File: config.mk
export PLATFORM = sky130hd
export DESIGN_NAME = led_ind_multi_flat
export DESIGN_NICKNAME = d
export VERILOG_FILES = /design/src/rtl/led_ind_multi_if.sv /design/src/rtl/led_ind_multi.sv /design/src/flat_wrapper.sv
export SDC_FILE = /design/constraint.sdc
export NUM_CORES = 1
export LEC_CHECK = 0
export CORE_AREA = 3 3 60 104
export CTS_CLUSTER_DIAMETER = 60
export DETAILED_ROUTE_END_ITERATION = 16
export DIE_AREA = 0 0 63 107
export PLACE_DENSITY = 0.73
export SLEW_MARGIN = 20
export SYNTH_ARGS = -nofsm -noshare
export SYNTH_HDL_FRONTEND = slang
export SYNTH_SLANG_ARGS = --single-unit
File: constraint.sdc
create_clock -name clk -period 1.7 [get_ports clk]
set_input_delay 0.34 -clock clk [delete_from_list [all_inputs] [get_ports clk]]
set_output_delay 0.34 -clock clk [all_outputs]
set_load 0.005 [all_outputs]
File: src/rtl/led_ind_multi_if.sv
// Mode/activity inputs and LED/tick outputs of the multi-channel LED driver.
// The strobe is named evt because event is a reserved word in SystemVerilog.
interface led_ind_multi_if #(
  parameter int N_CH = 4
);
  logic [2*N_CH-1:0] mode;
  logic [N_CH-1:0]   evt;
  logic [N_CH-1:0]   led;
  logic              tick_ms;

  modport master (output mode, evt, input led, tick_ms);
  modport slave  (input mode, evt, output led, tick_ms);
endinterface

File: src/rtl/led_ind_multi.sv
// Multi-channel LED driver: off / on / shared blink / activity pulse-stretch per channel.
// Also exports the 1 ms tick that paces both the blink and the stretch timers.
module led_ind_multi #(
  parameter int P_CLK_FREQ_HZ   = 50_000_000,
  parameter int P_N_CH          = 4,
  parameter int P_BLINK_HALF_MS = 500,
  parameter int P_STRETCH_MS    = 50
) (
  input  logic           clk,
  input  logic           rst_n,
  led_ind_multi_if.slave bus
);

  localparam int N_CYC_MS = P_CLK_FREQ_HZ / 1000;
  localparam int PRE_W    = (N_CYC_MS > 1) ? $clog2(N_CYC_MS) : 1;
  localparam int BLINK_W  = (P_BLINK_HALF_MS > 1) ? $clog2(P_BLINK_HALF_MS) : 1;
  localparam int ACT_W    = $clog2(P_STRETCH_MS + 1);

  localparam logic [PRE_W-1:0]   PRE_LAST   = PRE_W'(N_CYC_MS - 1);
  localparam logic [BLINK_W-1:0] BLINK_LAST = BLINK_W'(P_BLINK_HALF_MS - 1);
  localparam logic [ACT_W-1:0]   ACT_LOAD   = ACT_W'(P_STRETCH_MS);

  typedef enum logic [1:0] {
    MODE_OFF   = 2'b00,
    MODE_ON    = 2'b01,
    MODE_BLINK = 2'b10,
    MODE_ACT   = 2'b11
  } mode_e;

  logic [PRE_W-1:0]   pre_cnt;
  logic               tick_q;
  logic [BLINK_W-1:0] blink_cnt;
  logic               blink_phase;
  logic [ACT_W-1:0]   act_cnt [P_N_CH];
  logic [P_N_CH-1:0]  act_busy;
  logic [P_N_CH-1:0]  led_d;
  logic [P_N_CH-1:0]  led_q;

  // 1 ms prescaler; tick_q is registered so it is high for the clk after the wrap.
  always_ff @(posedge clk or negedge rst_n) begin
    if (!rst_n) begin
      pre_cnt <= '0;
      tick_q  <= 1'b0;
    end else begin
      // NOTE: state updates use <= so every flop samples pre-edge values regardless of statement order.
      tick_q <= (pre_cnt == PRE_LAST);
      if (pre_cnt == PRE_LAST) pre_cnt <= '0;
      else                     pre_cnt <= pre_cnt + PRE_W'(1);
    end
  end

  // Shared blink timebase: every blink channel follows one phase, so they stay in step.
  always_ff @(posedge clk or negedge rst_n) begin
    if (!rst_n) begin
      blink_cnt   <= '0;
      blink_phase <= 1'b0;
    end else if (tick_q) begin
      if (blink_cnt == BLINK_LAST) begin
        blink_cnt   <= '0;
        blink_phase <= ~blink_phase;
      end else begin
        blink_cnt <= blink_cnt + BLINK_W'(1);
      end
    end
  end

  // Activity counters run in every mode so switching into activity shows in-flight events.
  always_ff @(posedge clk or negedge rst_n) begin
    if (!rst_n) begin
      // NOTE: these are a handful of flops, not a RAM, so clearing every entry in reset is cheap and wanted.
      for (int i = 0; i < P_N_CH; i++) act_cnt[i] <= '0;
    end else begin
      for (int i = 0; i < P_N_CH; i++) begin
        if (bus.evt[i])                    act_cnt[i] <= ACT_LOAD;
        else if (tick_q && act_busy[i])    act_cnt[i] <= act_cnt[i] - ACT_W'(1);
      end
    end
  end

  always_comb begin
    act_busy = '0;
    for (int i = 0; i < P_N_CH; i++) act_busy[i] = (act_cnt[i] != '0);
  end

  always_comb begin
    // NOTE: default first, so no path through the case leaves led_d unassigned and infers a latch.
    led_d = '0;
    for (int i = 0; i < P_N_CH; i++) begin
      case (mode_e'(bus.mode[2*i +: 2]))
        MODE_OFF:   led_d[i] = 1'b0;
        MODE_ON:    led_d[i] = 1'b1;
        MODE_BLINK: led_d[i] = blink_phase;
        MODE_ACT:   led_d[i] = act_busy[i] | bus.evt[i];
        default:    led_d[i] = 1'b0;
      endcase
    end
  end

  // LED pins come straight from flops, so mode changes cannot glitch them.
  always_ff @(posedge clk or negedge rst_n) begin
    if (!rst_n) led_q <= '0;
    else        led_q <= led_d;
  end

  assign bus.led     = led_q;
  assign bus.tick_ms = tick_q;

endmodule
File: src/flat_wrapper.sv
// flat-port wrapper written by rule: the top's interface ports become plain ports
module led_ind_multi_flat 
#(
  parameter int P_CLK_FREQ_HZ   = 50_000_000,
  parameter int P_N_CH          = 4,
  parameter int P_BLINK_HALF_MS = 500,
  parameter int P_STRETCH_MS    = 50
)
  (clk, rst_n, bus_mode, bus_evt, bus_led, bus_tick_ms);
  led_ind_multi_if bus_i ();
  input  logic clk;
  input  logic rst_n;
  input wire logic [$bits(bus_i.mode)-1:0] bus_mode;
  input wire logic [$bits(bus_i.evt)-1:0] bus_evt;
  output wire logic [$bits(bus_i.led)-1:0] bus_led;
  output wire logic [$bits(bus_i.tick_ms)-1:0] bus_tick_ms;
  assign bus_i.mode = bus_mode;
  assign bus_i.evt = bus_evt;
  assign bus_led = bus_i.led;
  assign bus_tick_ms = bus_i.tick_ms;
  led_ind_multi #(.P_CLK_FREQ_HZ(P_CLK_FREQ_HZ), .P_N_CH(P_N_CH), .P_BLINK_HALF_MS(P_BLINK_HALF_MS), .P_STRETCH_MS(P_STRETCH_MS)) u_core (.clk(clk), .rst_n(rst_n), .bus(bus_i));
endmodule
# == Word level (Yosys, flattened, before mapping) ==
# Cells that the tools add are included.
# W data, S select, Z words.
# op_classes
bitwise,5
n_eq_ne,14
mux,14
n_reduce_logical,17
n_addsub,6
# ops
op,count
$mux W6,8
$reduce_bool A6 Y1,4
$sub A6 B1 Y6 const B,4
$add A16 B1 Y16 const B,1
$eq A16 B16 Y1 const B,1
$eq A2 B2 Y1 const B,8
$mux W16,1
$pmux W1 S4,4
$add A9 B1 Y9 const B,1
$eq A9 B9 Y1 const B,1
$mux W9,1
$eq A2 B1 Y1 const B,4
$logic_not A2 Y1,4
$reduce_bool A2 Y1,4
$logic_and A1 B1 Y1,4
$or A1 B1 Y1,4
$reduce_and A2 Y1,1
$not A1 Y1,1
# totals
register_bits,55
output_inout_bits,5
inputBits,14
wordCells,65

# == Depth between registers and ports, before layout ==
# Gate-level depths: netlist of the first run.
# depth
ltp_word,4
depth_mapped,6
ltp_nobuf,6

# == Worst setup path after synthesis of the first run ==
# OpenSTA, ideal clock, no wires.
# synth_timing
path_kind,reg-to-reg
startpoint,register u_core.act_cnt[12] (netlist name)
endpoint,register u_core.act_cnt[13] (netlist name)
slack_ns,-0.020
t_required_ns,1.576
arrival_time_ns,1.596
stages_incl_launch_ff,7
synth_period_minus_slack_ns,1.720
cell_sequence,dfrtp_1 > inv_1 > ha_1 > or4b_1 > o21ai_2 > nor2_1 > a211o_1
# synth_between
elab_chain_cells,3
word_cells_on_any_way,6
# synth_lines
element,line_no,source
"start, declared",led_ind_multi.sv:34,logic [ACT_W-1:0] act_cnt [P_N_CH];
"start signal, assigned by index",led_ind_multi.sv:75,else if (tick_q && act_busy[i]) act_cnt[i] <= act_cnt[i] - ACT_W'(1);
$sub A6 B1 Y6 or $reduce_bool A6 Y1 (tied branches),"led_ind_multi.sv:75, led_ind_multi.sv:82",
$mux W6 or $logic_and A1 B1 Y1 (tied branches),led_ind_multi.sv:75,
$mux W6 or $reduce_bool A2 Y1 (tied branches),-,
# Parallel ways exist; a longest one is shown, timed or not. The select of a mux whose other input is x is not followed.
# A chain may end at the register's enable or synchronous reset.

# == Worst setup path after layout of the first run ==
# layout_timing
startpoint,register u_core.act_cnt[13] (netlist name)
endpoint,register u_core.act_cnt[17] (netlist name)
# The elaborated chain is that of the path after synthesis.

==> results of run 1 <==
stage by stage:
step / power, mW / utilization
floorplan: 1.349 / -
global placement: 1.430 / 0.5657
detailed placement: 1.432 / 0.5657
CTS: 2.206 / 0.5890
global route: 2.265 / 0.5996
finish: 2.170 / 0.5996
cell families (layout without fill, tap and decap cells):
logic type               after synthesis  after routing
AO/OA/AOI/OAI                         36             36
XOR/XNOR                              28             28
adder cells (fa/ha/maj)                7              7
buffers and inverters                 16             66
flip-flops                            55             55
multiplexers                           3              3
AND/OR/NAND/NOR                      111            111
placed cells by master, fill, tap and decap left out, drive strengths merged, types with 2 or more instances in the layout:
master         instances
dfrtp                 55
nor2                  41
buf                   27
xnor2                 16
clkdlybuf4s50         16
inv                   14
xor2                  12
a21oi                 12
nor3                  11
nand2                 10
nand3                  8
clkbuf                 8
a211o                  7
or4b                   7
ha                     7
nand4                  6
nand2b                 5
nor4                   5
a31oi                  4
nor3b                  4
and3b                  3
nand3b                 3
nor4b                  3
o21ai                  3
a211oi                 3
mux2i                  2
or3                    2
o41ai                  2
what timing repair did:
action	4_1_cts	5_1_grt
gates cloned	0	0
buffers inserted	1	2
resized for setup	7	9
endpoints found under the setup margin	6	10
pin swaps	2	4
area by class of cell:
class,instances,share of cell area
tap,76,0.02863
inverter,14,0.01582
clock buffer,8,0.03013
multi-input combinational,185,0.3951
timing repair buffer,44,0.1160
sequential,55,0.4143
path summary, 6_finish.rpt:
check                           depth (start not counted)  slack, ns                            from                         endpoint
worst min-delay path                                    2      0.008                           rst_n    u_core.act_cnt[9]$_DFFE_PN0P_
worst max register to register                          6       0.05  u_core.act_cnt[13]$_DFFE_PN0P_   u_core.act_cnt[17]$_DFFE_PN0P_
min in group clk                                        1       0.49     u_core.pre_cnt[0]$_DFF_PN0_      u_core.pre_cnt[0]$_DFF_PN0_
max in group asynchronous                               2       1.45                           rst_n  u_core.blink_cnt[6]$_DFFE_PN0P_
worst max-delay path                                    6       0.05  u_core.act_cnt[13]$_DFFE_PN0P_   u_core.act_cnt[17]$_DFFE_PN0P_
worst min register to register                          1       0.49     u_core.pre_cnt[0]$_DFF_PN0_      u_core.pre_cnt[0]$_DFF_PN0_
metal layers:
layer / share of wire / global-route usage / vias up
met1: 0.38 / 0.1584 / 1028
met2: 0.55 / 0.3175 / 39
met5: 0 / 0 / -
met3: 0.030 / 0.03878 / 15
li1: - / - / 1004
met4: 0.037 / 0.09637 / 0
flip-flops by register name, summed over array words and instances (netlist names):
register / count
u_core.bus.led: 4
u_core.bus.tick_ms: 1
u_core.act_cnt: 24
u_core.blink_phase: 1
u_core.blink_cnt: 9
u_core.pre_cnt: 16
report_power, final:
part / internal [mW] / leakage, nW / switching [mW] / total, mW
sequential: 1.31 / 0.682 / 0.00124 / 1.31
clock: 0.372 / 0.0515 / 0.396 / 0.768
combinational: 0.0444 / 0.671 / 0.0452 / 0.0895
==> qor.csv, run 1 <==
stage;metric;value;unit
clocking;clock_latency;0.31;ns
synth;synth_top_area_cell;dfrtp_1;
worst_hold_path;min_path_type;input port to asynchronous set/reset pin;
global_routing;grt_antenna_before_repair;0;
finish;syn_to_final_growth;23.66;%
sta;clock_skew;0.008370;ns
synth;synth_seq_cells;55;
clocking;cts.path.max_buffers;2;
die;num_rows;36;
die;core;5540;sq um
synth;yosys.area_share.adder;0.03260;
clocking;cts-htree-levels;2;
setup_path;crit_type;register to register;
detailed_routing;drc;0;
sta;rsz0062_at_grt;yes;
sta;period_share;0.9704;
setup_path;critPathRequiredTime;1.90;ns
synth;synth_compound_area_frac;0.09222;
setup_path;cp-start-kind;register;
synth;netlist.area_leader.share;0.5123;
die;ios;19;
setup_path;slowest_delay;0.40;ns
sta;tns;0;ns
setup_path;crit_chain;buf_4, buf_4, nor4b_1, buf_4, a21boi_0, a311o_1;
finish;n_fill_cell;468;
setup_path;critPathArrivalTime;1.85;ns
power_and_ir_drop;p_leak;1.404;nW
clocking;cts.sink_count;55;
status;status;completed;
synth;yosys_warnings;0;
power_and_ir_drop;ir_drop;443.9;uV
sta;worst_slack;0.05037;ns
clocking;numCtsBuffers;5;
setup_path;cpMaxStageDelayCell;dfrtp_1;
die;floorplan.die_area;6741;sq um
clocking;ctsHoldBuffers;0;
die;dieHeight;107;um
placement;place_hpwl;3.814;mm
synth;ys_seq_area_frac;0.5123;
finish;layout-drive-gt1-share;0.1830;
clocking;tritoncts;done;
global_routing;grt_overflow;0;
detailed_routing;avgRoutedWirePerCell;13.54;um
finish;stdcell_area;3322;sq um
detailed_routing;antenna_left;0;
finish;regArea;1376;sq um
setup_path;cp_top_family;buffers and inverters;
synth;synth.area.top_cells;dfrtp_1, nor2_1, xnor2_1, xor2_1, ha_1;
finish;multi_input_area;1313;sq um
synth;synth.area.mux_share;0.01164;
synth;synth_most_common_cell;dfrtp_1;
die;die_x;63;um
sta;maxSlewHeadroom;0.7231;
synth;syn_area;2686;sq um
sta;setup_viol;0;
sta;slew_violations;0;
placement;dp.cells;371;
placement;preCtsSetupSlack;-0.02748;ns
sta;hold_viol_final;0;
power_and_ir_drop;power_density;653.3;nW/um^2
placement;gp_congestion;0.8296;
global_routing;grt_first_pass_wirelength;8.983;mm
synth;synth_enable_flop_cells;0;
synth;synth.distinct_cells;41;
sta;clock.fmax;0.6062;GHz
detailed_routing;dr.pass1.iters;4;
placement;port_buffers;18;
synth;syn-num-nets;277;
synth;synth_top_family_by_area;simple AND/OR/NAND/NOR gates;
sta;timing.hold.ws;0.008084;ns
global_routing;grt_max_degree;56;
global_routing;grt_use_total;0.1669;
clocking;path_clk_slew;0.09;ns
synth;syn_inst;256;
detailed_routing;wl;5.173;mm
setup_path;crit_buf_inv;3;
setup_path;crit_top_cell;buf_4;
placement;postPlaceCellArea;3134;sq um
setup_path;worstSetupEndpointType;register;
detailed_routing;via_per_inst;5.461;
synth;synthArstFlopShare;1.000;
sta;worstMarginPinSlew;0.4116;ns
die;start_util;0.4849;
synth;synth_flop_cell;dfrtp_1;
synth;synthSimpleGateAreaFrac;0.2361;
finish;layout.nets;326;
clocking;clock-root-buffer;clkbuf_8;
setup_path;crit_fanout;3;
detailed_routing;vias;2086;
synth;synth.avg_cell_area;10.49;sq um
finish;final_cells;382;
finish;antenna_cells;0;
global_routing;grt_pass1_vias;2174;
detailed_routing;drtIter0Drc;88;
flow_run;max_cap_viol_count;0;
sta;post-route-min-period;1.650;ns
synth;synth_xor_area_frac;0.09129;
synth;ys_top_cells_by_count;dfrtp_1, nor2_1, xnor2_1;
No activity file was read; power rests on OpenSTA's default activity.
==> inputs of run 2 (changes only) <==
--- a/config.mk
+++ b/config.mk
@@ -5,11 +5,12 @@
 export SDC_FILE = /design/constraint.sdc
 export NUM_CORES = 1
 export LEC_CHECK = 0
-export CORE_AREA = 3 3 60 104
+export CORE_AREA = 3 3 76 132
 export CTS_CLUSTER_DIAMETER = 60
 export DETAILED_ROUTE_END_ITERATION = 16
-export DIE_AREA = 0 0 63 107
-export PLACE_DENSITY = 0.73
+export DIE_AREA = 0 0 79 135
+export MAX_ROUTING_LAYER = met4
+export PLACE_DENSITY = 0.48
 export SLEW_MARGIN = 20
 export SYNTH_ARGS = -nofsm -noshare
 export SYNTH_HDL_FRONTEND = slang
==> constraint.sdc (replaced) <==
create_clock -name clk -period 1.65 [get_ports clk]
set_input_delay 0.33 -clock clk [delete_from_list [all_inputs] [get_ports clk]]
set_output_delay 0.33 -clock clk [all_outputs]
set_load 0.005 [all_outputs]
==> run 2 against run 1 <==
The run now ends with negative setup slack left. Non-clock buffer count up 20. Global-route usage decreased by 4.2 points. Worst hold slack better by 0.015 ns. Flip-flop and latch count stayed put. Fmax shrank 1.7%.
==> qor.csv, run 2 (same netlist as run 1, synthesis figures left out) <==
stage;metric;value;unit;change
sta;period_share;1.017;;+0.04635
placement;postPlaceCellArea;3334;sq um;+6.4%
finish;stdcell_area;3617;sq um;+8.9%
detailed_routing;via_per_inst;4.760;;-13%
sta;maxSlewHeadroom;0.7528;;+0.02972
finish;max_flop_register;u_core.act_cnt;;
detailed_routing;wl;5.966;mm;+15%
clocking;cts-htree-levels;2;;unchanged
sta;rsz0062_at_grt;yes;;
clocking;cts.sink_count;55;;unchanged
power_and_ir_drop;ir_drop;335.4;uV;-24%
finish;layout.nets;346;;+6.1%
setup_path;worst-r2r-cell-count;6;;unchanged
global_routing;grt_overflow;0;;unchanged
power_and_ir_drop;power_density;703.6;nW/um^2;+7.7%
clocking;path_clk_slew;0.07;ns;-0.02 ns
setup_path;cp-start-kind;register;;
status;status;complete, but fails checks;;
detailed_routing;drtIter0Drc;64;;-27%
global_routing;grt_antenna_before_repair;0;;unchanged
sta;hold_viol_final;0;;unchanged
sta;tns;-0.02759;ns;-0.02759 ns
sta;worstMarginPinSlew;0.3674;ns;-0.04417 ns
sta;post-route-min-period;1.678;ns;+0.02796 ns
detailed_routing;vias;2123;;+1.8%
clocking;clock-root-buffer;clkbuf_16;;
status;failed_checks;negative setup slack;;
worst_hold_path;min_path_type;input port to asynchronous set/reset pin;;
placement;port_buffers;18;;unchanged
sta;slew_violations;0;;unchanged
finish;n_fill_cell;975;;+110%
setup_path;worstSetupEndpointType;register;;
detailed_routing;drc;0;;unchanged
die;floorplan.die_area;10670;sq um;+58%
die;core;9094;sq um;+64%
die;dieHeight;135;um;+26%
die;start_util;0.2954;;-0.1895
die;die_x;79;um;+25%
setup_path;crit_type;register to register;;
global_routing;grt_max_degree;56;;unchanged
setup_path;critPathArrivalTime;1.87;ns;+0.02 ns
setup_path;critPathRequiredTime;1.84;ns;-0.06 ns
finish;syn_to_final_growth;34.65;%;
finish;layout-drive-gt1-share;0.2515;;+0.06853
global_routing;grt_first_pass_wirelength;10.25;mm;+14%
detailed_routing;antenna_left;0;;unchanged
power_and_ir_drop;p_leak;1.554;nW;+11%
flow_run;max_cap_viol_count;0;;unchanged
die;ios;19;;unchanged
global_routing;grt_pass1_vias;2230;;+2.6%
detailed_routing;dr.pass1.iters;4;;unchanged
clocking;tritoncts;done;;
sta;setup_viol;1;;+1
power_and_ir_drop;power.total;2.545;mW;+17%
placement;place_hpwl;4.189;mm;+9.8%
clocking;clock_latency;0.30;ns;about the same
finish;most-common-layout-cells;dfrtp_1, buf_4, nor2_1, xnor2_1, clkdlybuf4s50_1;;
finish;layout_commonest_cell;dfrtp_1;;
sta;clock.fmax;0.5961;GHz;-1.7%
sta;clock_skew;0.008905;ns;+0.0005360 ns
clocking;cts.path.max_buffers;2;;unchanged
placement;gp_congestion;0.7487;;-9.8%
finish;final_core_util;0.3978;;-0.2018
clocking;numCtsBuffers;5;;unchanged
detailed_routing;avgRoutedWirePerCell;13.38;um;-1.2%
finish;antenna_cells;0;;unchanged
die;num_rows;46;;+28%
finish;reg_top3;u_core.act_cnt (24), u_core.pre_cnt (16), u_core.blink_cnt (9);;
setup_path;crit_fanout;4;;+1
global_routing;grt_use_total;0.1246;;-0.04228
finish;largest_register_ffs;24;;unchanged
sta;worst_slack;-0.02759;ns;-0.07796 ns
[run 2: cell types whose count changed in the layout (fill, tap and decap cells not counted), moves of 2 or more]
cell / change
clkbuf_8: -6
nor3b_1: -2
clkbuf_16: +5
buf_4: +19
[run 2: worst paths after layout]
| kind | start | endpoint | slack [ns] |
|---|---|---|---|
| worst max-delay path | u_core.act_cnt[12]$_DFFE_PN0P_ | u_core.act_cnt[14]$_DFFE_PN0P_ | -0.03 |
| worst min-delay path | rst_n | u_core.act_cnt[4]$_DFFE_PN0P_ | 0.02 |
| max in group asynchronous | rst_n | u_core.act_cnt[17]$_DFFE_PN0P_ | 1.36 |
| min in group clk | u_core.pre_cnt[2]$_DFF_PN0_ | u_core.pre_cnt[2]$_DFF_PN0_ | 0.52 |
| worst max register to register | u_core.act_cnt[12]$_DFFE_PN0P_ | u_core.act_cnt[14]$_DFFE_PN0P_ | -0.03 |
| worst min register to register | u_core.pre_cnt[2]$_DFF_PN0_ | u_core.pre_cnt[2]$_DFF_PN0_ | 0.52 |
[run 2: per-layer routing]
layer  wire length [um]  global-route usage
met5                  0                   -
met4                133             0.05354
met3                168             0.02670
met2               3266              0.2228
met1               2398              0.1296
[run 2: cell type report]
type	count	area, sq um	share of cell area
multi-input combinational	185	1346	0.3722
clock inverter	1	8.758	0.002421
tap	120	150.1	0.04151
inverter	14	52.55	0.01453
timing repair buffer	64	539.3	0.1491
clock buffer	7	142.6	0.03943
sequential	55	1378	0.3808
[run 2: power breakdown]
part           internal [mW]  switching [mW]
Sequential              1.35         0.00113
Clock                  0.609           0.487
Combinational         0.0472          0.0487
[run 2: per-stage QoR]
step	setup slack (ns)	cells	hold slack [ns]
6_report	-0.02759	446	0.02269
4_1_cts	-0.02454	443	0.03953
5_1_grt	-0.08872	446	0.05378
3_3_place_gp	-0.03720	433	0.3616
3_5_place_dp	-0.05986	433	0.3598
2_1_floorplan	-0.01264	256	0.03441
[run 2: worst max-delay path, cell delays in order (launching register included)]
cell and delay [ns]:
dfrtp_1 0.38, inv_2 0.08, ha_4 0.13, or4b_4 0.50, o211ai_1 0.25, xor2_1 0.18
nor2_1 0.06
[run 2: repair_timing]
item | CTS | global route
gates cloned | 0 | 0
endpoints found under the setup margin | 10 | 20
hold buffers | 0 | 0
pin swaps | 3 | 5
buffers inserted | 2 | 3
gates resized for setup | 9 | 13
hold endpoints to repair | 0 | 0
==> inputs of run 3 (changes only) <==
--- a/config.mk
+++ b/config.mk
@@ -9,6 +9,7 @@
 export CTS_CLUSTER_DIAMETER = 60
 export DETAILED_ROUTE_END_ITERATION = 16
 export DIE_AREA = 0 0 79 135
+export GPL_ROUTABILITY_DRIVEN = 0
 export MAX_ROUTING_LAYER = met4
 export PLACE_DENSITY = 0.48
 export SLEW_MARGIN = 20
==> results of run 3 <==
Same layout as run 2: the final DEF is identical, and so are final timing and power.
